--- config.mk ---
export PLATFORM = sky130hd
export DESIGN_NAME = program_store
export DESIGN_NICKNAME = d
export VERILOG_FILES = /design/src/rtl/program_pkg.sv /design/src/rtl/program_ram.sv /design/src/rtl/program_store.sv
export SDC_FILE = /design/constraint.sdc
export NUM_CORES = 2
export LEC_CHECK = 0
export BUFFER_PORTS_ARGS = -buffer_cell sky130_fd_sc_hd__buf_2
export CAP_MARGIN = 20
export CORE_ASPECT_RATIO = 1.1
export CORE_MARGIN = 5
export CORE_UTILIZATION = 26
export DETAILED_ROUTE_END_ITERATION = 7
export PLACE_DENSITY = 0.51
export RECOVER_POWER = 50
export SETUP_SLACK_MARGIN = 0.4
export SLEW_MARGIN = 20
export SYNTH_ARGS = -nofsm -noshare
export SYNTH_HDL_FRONTEND = slang
export SYNTH_SLANG_ARGS = --single-unit
--- constraint.sdc ---
create_clock -name program_clk -period 3.6 [get_ports program_clk]
set_input_delay 0.72 -clock program_clk [delete_from_list [all_inputs] [get_ports program_clk]]
set_output_delay 0.72 -clock program_clk [all_outputs]
set_load 0.02 [all_outputs]
--- src/rtl/program_pkg.sv ---
// Shared definitions for the writable program store of the 8-bit core:
// load FSM encoding, default geometry and opcodes used by the program image.
package program_pkg;

   localparam int DEF_DATA_W = 8;
   localparam int DEF_ADDR_W = 8;

   typedef enum logic [1:0] {
      PS_IDLE = 2'd0,
      PS_LOAD = 2'd1,
      PS_DONE = 2'd2
   } ps_state_e;

   localparam logic [7:0] OP_NOP    = 8'h00;
   localparam logic [7:0] OP_ADD    = 8'h80;
   localparam logic [7:0] OP_SUB    = 8'h81;
   localparam logic [7:0] OP_MUL    = 8'h82;
   localparam logic [7:0] OP_MOV    = 8'h83;
   localparam logic [7:0] OP_LD_IMM = 8'h84;
   localparam logic [7:0] OP_CMP    = 8'h85;
   localparam logic [7:0] OP_DEC    = 8'h86;
   localparam logic [7:0] OP_INPUT  = 8'h87;
   localparam logic [7:0] OP_OUTPUT = 8'h88;
   localparam logic [7:0] OP_BRA    = 8'h89;
   localparam logic [7:0] OP_BHI    = 8'h8A;
   localparam logic [7:0] OP_BEQ    = 8'h8B;

endpackage

--- src/rtl/program_ram.sv ---
// Simple dual-port program RAM: one write port, two registered read ports.
// Only the read registers are reset; the array itself is never cleared.
module program_ram #(
   parameter int DATA_W = 8,
   parameter int ADDR_W = 8
) (
   input  logic              clk,
   input  logic              rst,
   input  logic              we,
   input  logic [ADDR_W-1:0] waddr,
   input  logic [DATA_W-1:0] wdata,
   input  logic              re,
   input  logic [ADDR_W-1:0] raddr_a,
   input  logic [ADDR_W-1:0] raddr_b,
   output logic [DATA_W-1:0] rdata_a,
   output logic [DATA_W-1:0] rdata_b
);

   logic [DATA_W-1:0] mem [2**ADDR_W];
   logic [DATA_W-1:0] rd_a_q;
   logic [DATA_W-1:0] rd_b_q;

   always_ff @(posedge clk) begin
      if (we) begin
         mem[waddr] <= wdata;
      end
   end

   always_ff @(posedge clk) begin
      if (rst) begin
         rd_a_q <= '0;
         rd_b_q <= '0;
      end else if (re) begin
         rd_a_q <= mem[raddr_a];
         rd_b_q <= mem[raddr_b];
      end
   end

   assign rdata_a = rd_a_q;
   assign rdata_b = rd_b_q;

endmodule

--- src/rtl/program_store.sv ---
// Writable program memory: registered two-byte fetch for the core and a
// valid/ready image load port with length check and running checksum.
module program_store
   import program_pkg::*;
#(
   parameter int DATA_W = DEF_DATA_W,
   parameter int ADDR_W = DEF_ADDR_W
) (
   input  logic              program_clk,
   input  logic              reset,
   input  logic              fetch_en,
   input  logic [ADDR_W-1:0] fetch_addr,
   output logic [DATA_W-1:0] fetch_data,
   output logic [DATA_W-1:0] fetch_data2,
   output logic              fetch_valid,
   input  logic              load_start,
   input  logic [ADDR_W-1:0] load_base,
   input  logic [ADDR_W:0]   load_len,
   input  logic              load_valid,
   input  logic [DATA_W-1:0] load_data,
   output logic              load_ready,
   output logic              load_busy,
   output logic              load_done,
   output logic              load_err,
   output logic [DATA_W-1:0] load_sum
);

   localparam int DEPTH = 2**ADDR_W;
   localparam logic [ADDR_W+1:0] DEPTH_W = (ADDR_W+2)'(DEPTH);

   ps_state_e         state_q, state_d;
   logic [ADDR_W-1:0] ptr_q, ptr_d;
   logic [ADDR_W:0]   rem_q, rem_d;
   logic [DATA_W-1:0] sum_q, sum_d;
   logic              err_q, err_d;
   logic              fvalid_q, fvalid_d;
   logic              we;
   logic              re;
   logic [ADDR_W+1:0] end_addr;
   logic              too_long;

   // Two extra bits so base+len never wraps before the range check.
   assign end_addr = {2'b00, load_base} + {1'b0, load_len};
   assign too_long = end_addr > DEPTH_W;

   always_comb begin
      state_d = state_q;
      ptr_d   = ptr_q;
      rem_d   = rem_q;
      sum_d   = sum_q;
      err_d   = 1'b0;
      we      = 1'b0;
      unique case (state_q)
         PS_IDLE: begin
            if (load_start) begin
               if (load_len == '0) begin
                  state_d = PS_DONE;
               end else if (too_long) begin
                  err_d = 1'b1;
               end else begin
                  ptr_d   = load_base;
                  rem_d   = load_len;
                  sum_d   = '0;
                  state_d = PS_LOAD;
               end
            end
         end
         PS_LOAD: begin
            if (load_valid) begin
               we    = 1'b1;
               ptr_d = ptr_q + ADDR_W'(1);
               rem_d = rem_q - (ADDR_W+1)'(1);
               sum_d = sum_q + load_data;
               if (rem_q == (ADDR_W+1)'(1)) begin
                  state_d = PS_DONE;
               end
            end
         end
         PS_DONE: begin
            state_d = PS_IDLE;
         end
         default: begin
            state_d = PS_IDLE;
         end
      endcase
   end

   assign re       = fetch_en & (state_q == PS_IDLE);
   assign fvalid_d = re;

   always_ff @(posedge program_clk) begin
      if (reset) begin
         state_q  <= PS_IDLE;
         ptr_q    <= '0;
         rem_q    <= '0;
         sum_q    <= '0;
         err_q    <= 1'b0;
         fvalid_q <= 1'b0;
      end else begin
         state_q  <= state_d;
         ptr_q    <= ptr_d;
         rem_q    <= rem_d;
         sum_q    <= sum_d;
         err_q    <= err_d;
         fvalid_q <= fvalid_d;
      end
   end

   program_ram #(
      .DATA_W (DATA_W),
      .ADDR_W (ADDR_W)
   ) u_ram (
      .clk     (program_clk),
      .rst     (reset),
      .we      (we),
      .waddr   (ptr_q),
      .wdata   (load_data),
      .re      (re),
      .raddr_a (fetch_addr),
      .raddr_b (fetch_addr + ADDR_W'(1)),
      .rdata_a (fetch_data),
      .rdata_b (fetch_data2)
   );

   assign fetch_valid = fvalid_q;
   assign load_ready  = (state_q == PS_LOAD);
   assign load_busy   = (state_q != PS_IDLE);
   assign load_done   = (state_q == PS_DONE);
   assign load_err    = err_q;
   assign load_sum    = sum_q;

endmodule

; Word-level counts from Yosys, hierarchy flattened
; Memory sizes are Yosys's and may differ from the RTL's. A register that Yosys moved wholly into a read port is not among the register bits.
; Cells that the tools add are included.
[classes]
addsub = 5
order_cmp = 1
eq_ne = 9
mux = 26
bitwise = 3
n_reduce_logical = 7
[ops]
columns = op, n
row1 = two-way mux 8 bit, 8
row2 = two-way mux 9 bit, 4
row3 = one-hot mux 8 bit (2 select lines), 2
row4 = one-hot mux 9 bit (2 select lines), 1
row5 = adder 8 x 1 -> 8 bit (second input constant), 2
row6 = adder 8 x 9 -> 10 bit, 1
row7 = > comparator 10 x 9 -> 1 bit (second input constant), 1
row8 = two-way mux 2 bit, 5
row9 = equality test 9 x 1 -> 1 bit (second input constant), 1
row10 = zero test 9 bit, 1
row11 = subtractor 9 x 1 -> 9 bit (second input constant), 1
row12 = adder 8 bit, 1
row13 = != test 2 bit (second input constant), 4
row14 = two-way mux 1 bit, 5
row15 = AND reduction 5 bit, 1
row16 = one-hot mux 2 bit (2 select lines), 1
row17 = AND reduction 4 bit, 1
row18 = nonzero test 2 bit, 2
row19 = OR reduction 4 bit, 1
row20 = != test 3 bit (second input constant), 1
row21 = equality test 2 x 1 -> 1 bit (second input constant), 1
row22 = equality test 2 bit (second input constant), 1
row23 = zero test 2 bit, 1
row24 = != test 2 x 1 -> 1 bit (second input constant), 1
row25 = 2 further kinds, 3
[word_totals]
reg_bits = 29
ram_bits = 2048
in_bits = 38
output_inout_bits = 29
word_cells = 58
memories = 1
[mem_list]
columns = name, words, width, read_ports, rd_clocked_by_memory_dff, wr, line
row1 = u_ram.mem, 256, 8, 2, 2, 1, program_ram.sv:19  ; logic [DATA_W-1:0] mem [2**ADDR_W];

; Logic depth before layout (Yosys ltp)
[logic_depth]
depth_word = 6
depth_mapped = 14

; Hierarchy
; Synthesis repeated with hierarchy kept, for this count alone.
[hier_totals]
cells_unflattened = 5821
area_unflattened_um2 = 100320.0
[modules_own_cells]
columns = mod, instances, cells_per_inst, area_per_inst_um2, seq_area_each_um2
row1 = program_ram, 1, 5513, 97910.2, 61819.3
row2 = program_store, 1, 308, 2409.8, 580.6

; Least setup slack after synthesis
; Ideal clock, no wire load.
[synth_path]
path_type = input to register
start = in fetch_addr[0]
end = reg u_ram.rd_b_q[1] (netlist: u_ram.rdata_b[1]) (read register of u_ram.mem)
setup_time_ns = 0.129
arrival_time_ns = 3.233
t_required_ns = 3.471
slack_ns = 0.238
cell_stages = 13
path_buffers = 5
cell_sequence = ha_1 buf_2 buf_4 buf_4 buf_4 buf_2 mux4_2 nand2_1 nand3_1 nand4_1 o31ai_1 o31ai_1 nand3_1
[synth_via]
elab_chain_cells = 1
[synth_rtl]
columns = element, line
row1 = "start, declared", program_store.sv:12  ; input logic [ADDR_W-1:0] fetch_addr,
row2 = adder 8 x 1 -> 8 bit, program_store.sv:120  ; .raddr_b (fetch_addr + ADDR_W'(1)),
row3 = "end, declared", program_ram.sv:21  ; logic [DATA_W-1:0] rd_b_q;
; No other way between the ends.
; A chain may end at the register's enable or synchronous reset.

; Worst setup path after layout
[layout_path]
start = reg state_q[0]
end = mem u_ram.mem[63][5] (enable)
[layout_via]
elab_chain_cells = 4
[layout_rtl]
columns = element, line
row1 = "start, declared", program_store.sv:31  ; ps_state_e state_q, state_d;
row2 = "start signal, assigned", program_store.sv:100  ; state_q <= state_d;
row3 = equality test 2 x 1 -> 1 bit, program_store.sv:53  ; unique case (state_q)
row4 = two-way mux 1 bit, program_store.sv:53
row5 = two-way mux 1 bit, program_ram.sv:24  ; if (we) begin
row6 = two-way mux 1 bit (implied by the code), program_ram.sv:25  ; mem[waddr] <= wdata;
row7 = "end, declared", program_ram.sv:19
; No other way between the ends.

==> results.txt <==
The synthesized area per cell came out at 19.9 um^2. The tool flagged a number of max-cap violations equal to 9. The run gives 227 as the total CTS buffers. For the max-slew violation count, the log shows 1039. VDD sags by at most 0.405 mV. The die is 597 um wide.

For the sequential power share, the log shows 0.471. The adder and majority cell fraction of the synthesized area was 0.00320; the maximum number of buffers from clock root to sink was 4. The tightest min-delay check is of the in -> reg type. The fraction of power consumed by combinational cells was 0.117; the share of async-settable or async-resettable flops after synthesis was 0.

The post-route antenna net violation count is 0, and the number of antenna violations at the first check in global routing is 23. Share of layout cells above drive strength 1: 0.421. Summing all flip-flop and latch instances after layout gives 62400 um^2. The tools report the number of endpoints with negative hold slack in the final report as 0. The number of nets in the synthesized netlist is 5019.

The largest net degree at the start of global routing was 179. The highest cell delay on the worst timing path was 0.81 ns; the detailed-route vias per instance was 5.28. Maximum achievable frequency: 294 MHz.

Setup repair after global routing left no endpoint under its margin. During I/O placement, the number of pins put on the boundary was 67. The critical path in this run is classified as reg -> reg.

The logs give -1.18 for the relative slew slack and 0.93 ns for the clock network latency to the later pin of the worst-skew pair. Type of element launching the critical path: a register. The total number of placement rows was 237. The largest driver fanout on the critical path came out at 11.

TritonCTS built the clock tree. The share of the synthesized area in compound gates (AO/OA/AOI/OAI) is 0.0181, and the cell count after synthesis is 4957. The placed instances occupy a cell area of 111000 um^2.

The fraction of power spent switching nets is 0.242, and the relative contribution of the clock network to total power is 0.412. For the residual DRC count, the log shows 0. The total routed wirelength is 339 mm, and the number of enable flip-flop cells after synthesis is 2048. The synthesized-area fraction occupied by and/or/nand/nor cells works out to 0.0385. The run gives 43.3 mW as the internal power of the cells. The power per unit of standard cell area came out at 482 nW/um^2.

The worst path needs 3.40 ns of the cycle, external delays included. The tree is rooted in a clkbuf_16. Clock transition time at the flip-flop clock pins of the worst setup and hold paths: 0.07 ns. The combinational family with the most area after synthesis is multiplexers. The tools report the fill cell total of the finished layout as 36290. After legalization and detailed placement, the total HPWL measured 236 mm. Counting distinct cell types in the post-synthesis netlist gives 67. The number of flip-flops and latches in the synthesized netlist is 2093. The initial core utilization is 0.260, and the number of global-route vias before repair is 58555.

Fraction of synthesized area in multiplexers: 0.284. Overall die height: 655 um. For the worst hold slack, the log shows 0.228 ns.

Cell occurring most often along the worst timing path: buf_4. The routed layout has 57391 vias. The sequential area share after synthesis came out at 0.634.

The first TritonRoute pass finished after 7 iterations. The flow ran to the end, but the final reports show violations. The area enclosed by the die boundary was 391000 um^2; the count of buffer and inverter cells on the critical path was 3.

The core region is 378000 um^2. For the worst setup path, the data arrival time is 3.94 ns. Setup violations remaining at the end of the flow were counted as 0.

The checks that failed: max-capacitance violations, max-slew violations. The ratio of final minimum period to clock period works out to 0.943. The actual slew at the worst max-slew pin is 3.26 ns. The power dissipated by switching net loads came out at 13.8 mW.

The tools report the all-layer global routing usage as 0.169. For the first-pass GRT wire length, the log shows 471 mm. The multi-input combinational cells in the finished layout cover a total of 34300 um^2. At the end of the flow, the number of nets in the layout was 5725.

The first routing iteration left 6568 violations. The Yosys step of the flow raised 0 warnings. Data on the critical path is required at its endpoint by 4.14 ns. In the synthesized netlist the dominant register cell turns out to be edfxtp_1.

In the final routed layout, each cell accounts on average for 31.2 um. The slowest stage of the critical path is the nand2_1 cell. The post-route clock skew is 0.0919 ns. The layout overhead on the synthesized area came out at 20.4%. The H-tree depth reported by CTS came out at 4. Nature of the critical path endpoint: a register. The total overflow left after global routing is 0. Traced cell by cell, the critical path runs through nand2b_1, inv_1, and2_0, nand2_1, buf_4, nor2_1, buf_4. The number of sinks driven by the clock tree is 2093. The kind of cell with the highest combined delay along the critical path is simple AND/OR/NAND/NOR gates.

The post-synthesis xor/xnor area fraction was 0.00141; the routability congestion estimate was 0.872. The cell area that synthesis handed to floorplanning was 98400 um^2. Input and output buffers added on the ports amount to 66. After routing the design area is 118000 um^2. The analysis attributes to cell leakage a power of 37.5 nW.
-- state kept, by name, summed over array words and instances, names as in the netlist --
register	cells
fetch_valid	1
load_err	1
load_sum	8
ptr_q	8
rem_q	9
state_q	2
u_ram.mem	2048
u_ram.rdata_a	8
u_ram.rdata_b	8
-- cells by family after synthesis --
family          after synthesis
buf+inv                     420
xor+xnor                     15
flops                      2093
fa+ha+maj                    24
compound gates              249
simple gates                876
mux                        1280
-- final cells by class --
type,count,area share
flip-flops and latches,2093,0.527
multi-input cells,2444,0.289
repair buffers,876,0.0679
well taps,5019,0.0530
clock buffers,259,0.0498
clock inverters,149,0.0125
inverters,21,0.000739
diodes,13,0.000275
-- power by group through the flow --
stage	combinational [mW]	clock (mW)	sequential [mW]
detailed placement	6.66	0	27.4
CTS	6.70	24.0	26.9
global placement	6.65	0	27.4
floorplan	3.49	0	27.4
finish	6.66	23.5	26.9
global route	6.95	25.0	26.9
-- cell usage in the layout (no fill, tap or decap), types with 7 or more instances in the layout --
| cell | instances |
|---|---|
| mux2i_1 | 65 |
| clkbuf_1 | 47 |
| buf_2 | 45 |
| nor2b_1 | 9 |
| nor2_1 | 311 |
| and4_1 | 7 |
| buf_4 | 661 |
| diode_2 | 13 |
| clkinv_4 | 7 |
| nand3_1 | 107 |
| edfxtp_1 | 2048 |
| a22o_1 | 9 |
| a21oi_1 | 43 |
| buf_12 | 130 |
| a32oi_1 | 23 |
| nand4_1 | 44 |
| inv_1 | 19 |
| mux4_2 | 1211 |
| clkinv_1 | 41 |
| bufinv_16 | 26 |
| nand3_2 | 11 |
| nor3_1 | 27 |
| clkbuf_16 | 228 |
| o22ai_1 | 16 |
| dfxtp_1 | 45 |
| a31oi_1 | 13 |
| a221oi_1 | 19 |
| o21ai_0 | 30 |
| nand2b_1 | 7 |
| ha_1 | 21 |
| a22oi_1 | 27 |
| clkinv_2 | 57 |
| clkinvlp_4 | 12 |
| clkbuf_8 | 11 |
| nand2_1 | 303 |
| and3_1 | 10 |
| nor4_1 | 8 |
-- worst paths after layout --
path                start                to  slack [ns]  depth (start not counted)
max            state_q[0]  u_ram.mem[63][5]        0.20                          7
min          load_base[5]          ptr_q[5]        0.23                          3
max reg2reg    state_q[0]  u_ram.mem[63][5]        0.20                          7
min reg2reg      rem_q[8]          rem_q[8]        0.50                          2
-- Yosys cell counts, drive strengths merged (3+ instances only) --
cell type  count  area [um^2]
ha            22          275
mux4        1211        27300
and2           6         37.5
o211ai         3         22.5
a22oi         27          203
xor2           5         43.8
o22ai         19          119
nor3          27          135
mux2i         68          681
nand3        118          596
edfxtp      2048        61500
and4           7         61.3
a221oi        19          166
nand2        304         1140
xnor2         10         95.1
or3            3         18.8
and3          10         62.6
a221o          3         30.0
nor4           8         50.1
o31ai          3         22.5
a211oi         4         30.0
a31oi         13         81.3
a2111oi        8         76.3
o2111ai        5         43.8
clkbuf       147          552
a21oi         44          220
dfxtp         45          901
nand4         44          275
buf          252         1420
a32oi         24          210
a22o           9         78.8
nor2b         11         68.8
inv           19         71.3
a311oi         5         43.8
or2            6         37.5
nor3b          4         30.0
a21o           6         45.0
o21ai         32          160
nor2         315         1180
a32o           8         80.1
nand2b         7         43.8
-- per-layer routing --
metal  global-route usage  wire [um]  part of all wire
met1                0.218     133000              0.39
met2                0.281     165000              0.49
met3               0.0331      26100             0.077
met4               0.0660      15300             0.045
met5                    0         73           0.00022
-- repair_timing --
item                                    4_1_cts  5_1_grt
pin swaps                                     3        4
hold endpoints to repair                      0        0
setup buffers                                 4        4
endpoints found under the setup margin        7        4
hold buffers                                  0        0
resized for setup                             7        5
-- tightest hold or removal path, delay by kind of cell --
family / cells / cell delay (ns)
AOI/OAI and AO/OA: 2 / 0.21
buffers and inverters: 1 / 0.13
-- metrics by stage --
step	setup TNS, ns	power, mW	util	cells	setup WS (ns)
finish	0	57.1	0.313	10874	0.204
global route	0	58.8	0.313	10866	0.217
global placement	-7.96	34.0	0.294	10444	-1.02
detailed placement	-7.49	34.1	0.294	10445	-0.706
CTS	0	57.5	0.314	10857	0.395
floorplan	0	30.8	-	4957	0.332
Note: power is estimated with default switching activity, not from simulation.
